File: src/rtl/aes_block_assembler.sv
// ============================================================================
// Module   : aes_block_assembler
// Function : Double-buffered word-to-block assembler for the cipher core.
// Revision : 1.0  initial release
// ============================================================================
`timescale 1ns/1ps
`default_nettype none

module aes_block_assembler #(
    parameter int WordW       = 32,
    parameter int NumWords    = 4,
    parameter bit ClearOnRead = 1'b1
) (
    input  logic                        clk_i,
    input  logic                        rst_ni,
    input  logic                        clr_i,
    input  logic                        wvalid_i,
    input  logic [WordW-1:0]            wdata_i,
    input  logic                        wlast_i,
    output logic                        wready_o,
    output logic                        bvalid_o,
    output logic [WordW*NumWords-1:0]   bdata_o,
    output logic [NumWords-1:0]         bmask_o,
    input  logic                        bready_i,
    output logic [$clog2(NumWords):0]   wcnt_o
);

    localparam int BlockW = WordW * NumWords;
    localparam int CntW   = $clog2(NumWords) + 1;

    logic                clr_q;
    logic [CntW-1:0]     cnt_q,       cnt_d;
    logic [BlockW-1:0]   col_data_q,  col_data_d;
    logic [NumWords-1:0] col_mask_q,  col_mask_d;
    logic                col_done_q,  col_done_d;
    logic                out_valid_q, out_valid_d;
    logic [BlockW-1:0]   out_data_q,  out_data_d;
    logic [NumWords-1:0] out_mask_q,  out_mask_d;

    logic                w_acc;
    logic                w_out_hs;
    logic                w_last_slot;
    logic                w_complete;
    logic                w_out_free;
    logic [BlockW-1:0]   w_blk_data;
    logic [NumWords-1:0] w_blk_mask;

    assign wready_o    = !clr_q && !col_done_q;
    assign bvalid_o    = !clr_q && out_valid_q;
    assign bdata_o     = out_data_q;
    assign bmask_o     = out_mask_q;
    assign wcnt_o      = cnt_q;

    assign w_acc       = wvalid_i && wready_o;
    assign w_out_hs    = bvalid_o && bready_i;
    assign w_last_slot = (cnt_q == CntW'(NumWords - 1));
    assign w_complete  = w_acc && (w_last_slot || wlast_i);
    assign w_out_free  = !out_valid_q || w_out_hs;

    // Collection block as it looks with the incoming word merged in.
    generate
        for (genvar k = 0; k < NumWords; k++) begin : g_slot
            logic w_hit;
            assign w_hit = w_acc && (cnt_q == CntW'(k));
            assign w_blk_data[k*WordW +: WordW] = w_hit ? wdata_i : col_data_q[k*WordW +: WordW];
            assign w_blk_mask[k]                = col_mask_q[k] | w_hit;
        end
    endgenerate

    always_comb begin
        cnt_d       = cnt_q;
        col_data_d  = col_data_q;
        col_mask_d  = col_mask_q;
        col_done_d  = col_done_q;
        out_valid_d = out_valid_q;
        out_data_d  = out_data_q;
        out_mask_d  = out_mask_q;

        if (clr_i) begin
            cnt_d       = '0;
            col_data_d  = '0;
            col_mask_d  = '0;
            col_done_d  = 1'b0;
            out_valid_d = 1'b0;
            out_data_d  = '0;
            out_mask_d  = '0;
        end else if (col_done_q && w_out_hs) begin
            // Parked block moves up as the current one drains.
            out_valid_d = 1'b1;
            out_data_d  = col_data_q;
            out_mask_d  = col_mask_q;
            cnt_d       = '0;
            col_data_d  = '0;
            col_mask_d  = '0;
            col_done_d  = 1'b0;
        end else if (w_complete && w_out_free) begin
            out_valid_d = 1'b1;
            out_data_d  = w_blk_data;
            out_mask_d  = w_blk_mask;
            cnt_d       = '0;
            col_data_d  = '0;
            col_mask_d  = '0;
        end else begin
            if (w_acc) begin
                cnt_d      = cnt_q + CntW'(1);
                col_data_d = w_blk_data;
                col_mask_d = w_blk_mask;
                col_done_d = w_complete;
            end
            if (w_out_hs) begin
                out_valid_d = 1'b0;
                if (ClearOnRead) begin
                    out_data_d = '0;
                    out_mask_d = '0;
                end
            end
        end
    end

    always_ff @(posedge clk_i or negedge rst_ni) begin
        if (!rst_ni) begin
            clr_q       <= 1'b1;
            cnt_q       <= '0;
            col_data_q  <= '0;
            col_mask_q  <= '0;
            col_done_q  <= 1'b0;
            out_valid_q <= 1'b0;
            out_data_q  <= '0;
            out_mask_q  <= '0;
        end else begin
            clr_q       <= clr_i;
            cnt_q       <= cnt_d;
            col_data_q  <= col_data_d;
            col_mask_q  <= col_mask_d;
            col_done_q  <= col_done_d;
            out_valid_q <= out_valid_d;
            out_data_q  <= out_data_d;
            out_mask_q  <= out_mask_d;
        end
    end

endmodule

`default_nettype wire

File: config.mk
export PLATFORM = sky130hd
export DESIGN_NAME = aes_block_assembler
export DESIGN_NICKNAME = d
export VERILOG_FILES = /design/src/rtl/aes_block_assembler.sv
export SDC_FILE = /design/constraint.sdc
export NUM_CORES = 1
export LEC_CHECK = 0
export ABC_CLOCK_PERIOD_IN_PS = 2200
export BUFFER_PORTS_ARGS = -buffer_cell sky130_fd_sc_hd__buf_4
export CAP_MARGIN = 25
export CORE_MARGIN = 10
export CORE_UTILIZATION = 40
export CTS_BUF_LIST = sky130_fd_sc_hd__clkbuf_8 sky130_fd_sc_hd__clkbuf_16
export CTS_CLUSTER_DIAMETER = 60
export DETAILED_ROUTE_END_ITERATION = 16
export PLACE_DENSITY = 0.66
export SYNTH_ARGS = -nofsm -noshare
export SYNTH_HDL_FRONTEND = slang
export SYNTH_SLANG_ARGS = --single-unit
File: constraint.sdc
create_clock -name clk_i -period 2.2 [get_ports clk_i]
set_input_delay 0.11 -clock clk_i [delete_from_list [all_inputs] [get_ports clk_i]]
set_output_delay 0.11 -clock clk_i [all_outputs]
set_load 0.01 [all_outputs]
# Word level (Yosys, flattened, before mapping)

Index checks and enable logic that the tools add are counted.

Flip-flop bits (word level): 270
Latch bits: 0
Bits in writable memories: 0
Memory bits (read-only): 0
Bits of input ports: 38
Logic and storage cells: 70
Memories kept: 0

Add/subtract/negate cells: 1
Multiply operators: 0
Divide/modulo/power cells: 0
$lt $le $gt $ge: 0
Eq/ne operators: 4
Shift operators: 0
Muxes and demuxes: 32
Bitwise logic cells: 4
Reductions and logical operators: 21

Operators with widths:

| cell                | number |
|---|---|
| $mux 128            | 8 |
| $mux 32             | 4 |
| $mux 4              | 8 |
| $mux 3              | 4 |
| $logic_and 1x1->1   | 11 |
| $mux 1              | 8 |
| $reduce_bool 4->1   | 2 |
| $eq 3x2->1 const B  | 2 |
| $or 1x1->1          | 4 |
| $add 3x1->3 const B | 1 |
| $eq 3x1->1 const B  | 1 |
| $logic_not 1->1     | 3 |
| $logic_not 3->1     | 1 |
| $ne 3x3->1 const B  | 1 |
| $reduce_bool 3->1   | 1 |
| $logic_or 1x1->1    | 2 |
| $reduce_and 2->1    | 1 |

# Longest topological paths before layout

Depth in word-level cells: 9
Mapped depth: 9

# Worst setup path after synthesis

OpenSTA, ideal clock, no wires.

Path kind: flip-flop to flip-flop
Start: register cnt_q[0], in the netlist wcnt_o[0]
End: register out_data_q[23], in the netlist bdata_o[23]
Setup time: 0.092 ns
Arrival: 2.182 ns
Required time: 2.108 ns
Path slack: -0.074 ns
Stages on the path, launching flop included: 9
Buffers on the path: 2
Period minus slack after synthesis: 2.274 ns
Path through: dfrtp_1 -> ha_1 -> ha_1 -> or2_2 -> a311oi_2 -> buf_2 -> clkbuf_1 -> nand2_1 -> o31ai_2

Longest elaborated chain between the ends: 7

Ends and longest elaborated chain:

| item                     | line | text |
|---|---|---|
| start: declaration       | 32   | `logic [CntW-1:0] cnt_q, cnt_d;` |
| start signal: assignment | 132  | `cnt_q <= cnt_d;` |
| $eq 3x2->1               | 56   | `assign w_last_slot = (cnt_q == CntW'(NumWords - 1));` |
| $logic_or 1x1->1         | 57   | `assign w_complete = w_acc && (w_last_slot \|\| wlast_i);` |
| $logic_and 1x1->1        | 57   |  |
| $logic_and 1x1->1        | 96   | `end else if (w_complete && w_out_free) begin` |
| $mux 128                 | 96   |  |
| $mux 128                 | 87   | `end else if (col_done_q && w_out_hs) begin` |
| $mux 128                 | 79   | `if (clr_i) begin` |
| end signal: assignment   | 137  | `out_data_q <= out_data_d;` |
| end: declaration         | 37   | `logic [BlockW-1:0] out_data_q, out_data_d;` |

Parallel ways exist; a longest one is shown, timed or not.
A chain may end at the register's enable or synchronous reset.

# Worst setup path in the final report

Start: register cnt_q[0], in the netlist wcnt_o[0]
End: register out_data_q[55], in the netlist bdata_o[55]

Same word-level chain as after synthesis.

==> out/metrics.cfg <==
[run_status]
status=finished clean

[finish]
fill_cells=2781
finalNonFillerCells=1899
multi_input_area_mm2=0.005064
area_growth_syn_to_layout_pct=27.21
drive_gt1_share_pct=21.39
nets=1521
seq_area_mm2=0.006758

[timing]
layout_setup_ws_ps=114.8
hold_viol_final=0
setup_viol=0
fmaxAchievable_mhz=479.6
clock_skew_ps=14.05
worst-slew-pin-transition_ps=676.0
rsz0062_at_grt=no
fin_crit_ps=2085
fin_hold_ws_ps=43.47
fin_tns_setup_ps=0
slew_headroom_pct=54.93
post-route-period-util_pct=94.78
drv_slew=0

[power]
peakVddDrop_v=0.0005057
power_switching_w=0.002706
p_seq_share_pct=45.4
p_leak_nw=7.527
internal-power_w=0.008466
p_sw_share_pct=24.22
powerDensity_mw_per_mm2=713.6
power.share.clock_pct=45.9
p_comb_share_pct=8.7

[synth]
synthTopCellsByArea=dfrtp_1 (55%), nor2_1 (7.9%), nand2_1 (6.1%), o31ai_1 (5.5%), a211oi_1 (4.1%)
yosys_warnings=0
synth_area_mm2=0.01231
synth_common_cells=dfrtp_1 (269), nor2_1 (260), nand2_1 (199)
yosysUniqueCellTypes=39
yosysMostFrequentCell=dfrtp_1
syn-instance-count=1301
yosysTopAreaCell=dfrtp_1
synth_nets=1344
synth_edf_count=0
synth_top_flop_cell=dfrtp_1
yosysTopAreaCellShare_pct=54.70
synthArstFlopShare_pct=100.0
ys_ff_latch=270
syn_avg_cell_area_um2=9.459
seq_area_frac_synth_pct=54.91

[clocking]
cts_sinks=270
clockRootBuffer=clkbuf_16
clockBufferDepth=3
clk_pin_slew_ps=60
htree_levels=1
tritoncts.num_buffers=30
cts_tree=built
insertion_delay_ps=550

[placed_design]
dp_slack_ps=73.13
placedCellCount=1805
place.gp.congestion=0.8429
io_buffers=174
hpwl_um=25930

[floorplan]
die_height_um=195.4
fp.coreArea_mm2=0.03051
core.rowCount=64
die_w_um=195.4
die-area_mm2=0.03818
num_io_pins=175
initial_core_util_pct=40.34

[global_routing]
antenna_found_initial=4
grt_pass1_wl_um=62910
gr-total-overflow=0
grt_max_degree=100
grt_pass1_vias=10466
grt_usage_pct=20.58

[critical_path]
crit_arrival_ps=2520
cp_common_cell=ha_1
rr_startpoint=wcnt_o[0]
critPathSlowestCell=dfrtp_1
worst-path-max-fanout=24
cp-startpoint=wcnt_o[0]
worstSetupPathType=reg -> reg
crit_required_ps=2640
path_cells=ha_1 > ha_1 > or2_2 > a311oi_4 > buf_4 > buf_6 > buf_12 > nand2_1 > o31ai_1
cp-end-kind=register
crit_path_max_incr_delay_ps=370
worstSetupStartpointType=register

[route]
vias_per_cell=5.516
met2_length_um=19190
wl_met3_um=3383
vias=10475
wl_met1_um=16750
dr.pass1.iters=5
topRoutingLayerUsed=met4
drc_errors=0
wire_per_inst_um=21.56
ant_nets=0
wl_um=40940
drtIter0Drc=831

[min_path]
hold_path.class=in -> reg
hp-start=wlast_i

[run]
maxCapViolations=0

==> routing by layer <==
metal / vias up / global-route usage [%]
met5: - / 0
li1: 4829 / -
met3: 82 / 4.899
met2: 403 / 32.48
met4: 0 / 8.399
met1: 5161 / 26.58
==> per-stage QoR <==
step	total power (W)	util, %	area [um2]
after floorplan	0.005563	-	12310
after global placement	0.006064	46.70	14250
after detailed placement	0.006077	46.70	14250
after CTS	0.01125	51.18	15620
after global routing	0.01156	51.30	15650
final	0.01117	51.31	15660
==> final timing paths <==
path                                endpoint  slack (ps)  cells past startpoint
min in group asynchronous        bdata_o[78]         190                      2
worst min-delay path              col_done_q          40                      4
worst min register to register   bdata_o[78]         480                      2
worst max register to register   bdata_o[55]         110                      9
max in group asynchronous       bdata_o[114]        1290                      3
worst max-delay path             bdata_o[55]         110                      9
==> power by group through the flow <==
stage                     clock network [W]  logic, W  registers, W
after global routing                0.00543   0.00105       0.00508
after floorplan                           0  0.000402       0.00516
after detailed placement                  0  0.000914       0.00516
after global placement                    0  0.000903       0.00516
after CTS                           0.00521  0.000964       0.00507
final                               0.00513  0.000971       0.00507
==> placed cells by master, fill, tap and decap left out, types with 2 or more instances in the layout <==
master         count
ha_1               5
buf_4            194
buf_12            21
a211oi_1          68
dlygate4sd3_1     34
diode_2            2
nand2_2            2
clkbuf_8          10
inv_1             12
buf_6              2
o31ai_2            7
nor3_1             4
dfrtp_1          269
o31ai_1           90
mux2i_1           32
and3_1            64
o21ai_0           36
clkbuf_16         32
clkinv_2           7
nand2_1          198
nor2_1           259
mux2_2            29
a21oi_1          100
bufinv_16          2
nand2b_1           4
==> sequential cells by signal, indices dropped and copies added, names as in the netlist <==
register and flops:
col_mask_q 4, clr_q 1, bmask_o 4, out_valid_q 1, col_data_q 128, wcnt_o 3, bdata_o 128, col_done_q 1
==> layout make-up <==
class                   count  area share (%)
diodes                      2         0.03197
inverters                   7          0.1678
flip-flops and latches    270           43.17
well taps                 396           3.165
repair buffers            253           14.56
multi-input cells         916           32.35
clock buffers              41           5.834
clock inverters            14          0.7273
==> worst max-delay path, delay by kind of cell (launching register included) <==
kind	cells	cell delay, ps
AO/OA/AOI/OAI	2	310
adder cells (fa/ha/maj)	2	400
buffers and inverters	3	480
flip-flops	1	370
AND/OR/NAND/NOR	2	410
==> kinds of logic after synthesis <==
group | Yosys count | synth area share, %
DFF | 270 | 54.91
AOI/OAI and AO/OA | 307 | 16.36
buffers and inverters | 115 | 4.453
xor gates and xnor gates | 1 | 0.07118
muxes | 61 | 5.256
adders and majority gates | 5 | 0.5083
and+or+nand+nor | 542 | 18.44
==> timing repair <==
item                                    in CTS  in global routing
endpoints found under the hold margin      138                  0
setup buffers                                0                  2
hold buffers                                34                  0
resized for setup                            0                  2
endpoints found under the setup margin       0                 22
(Power assumes the default switching activity.)
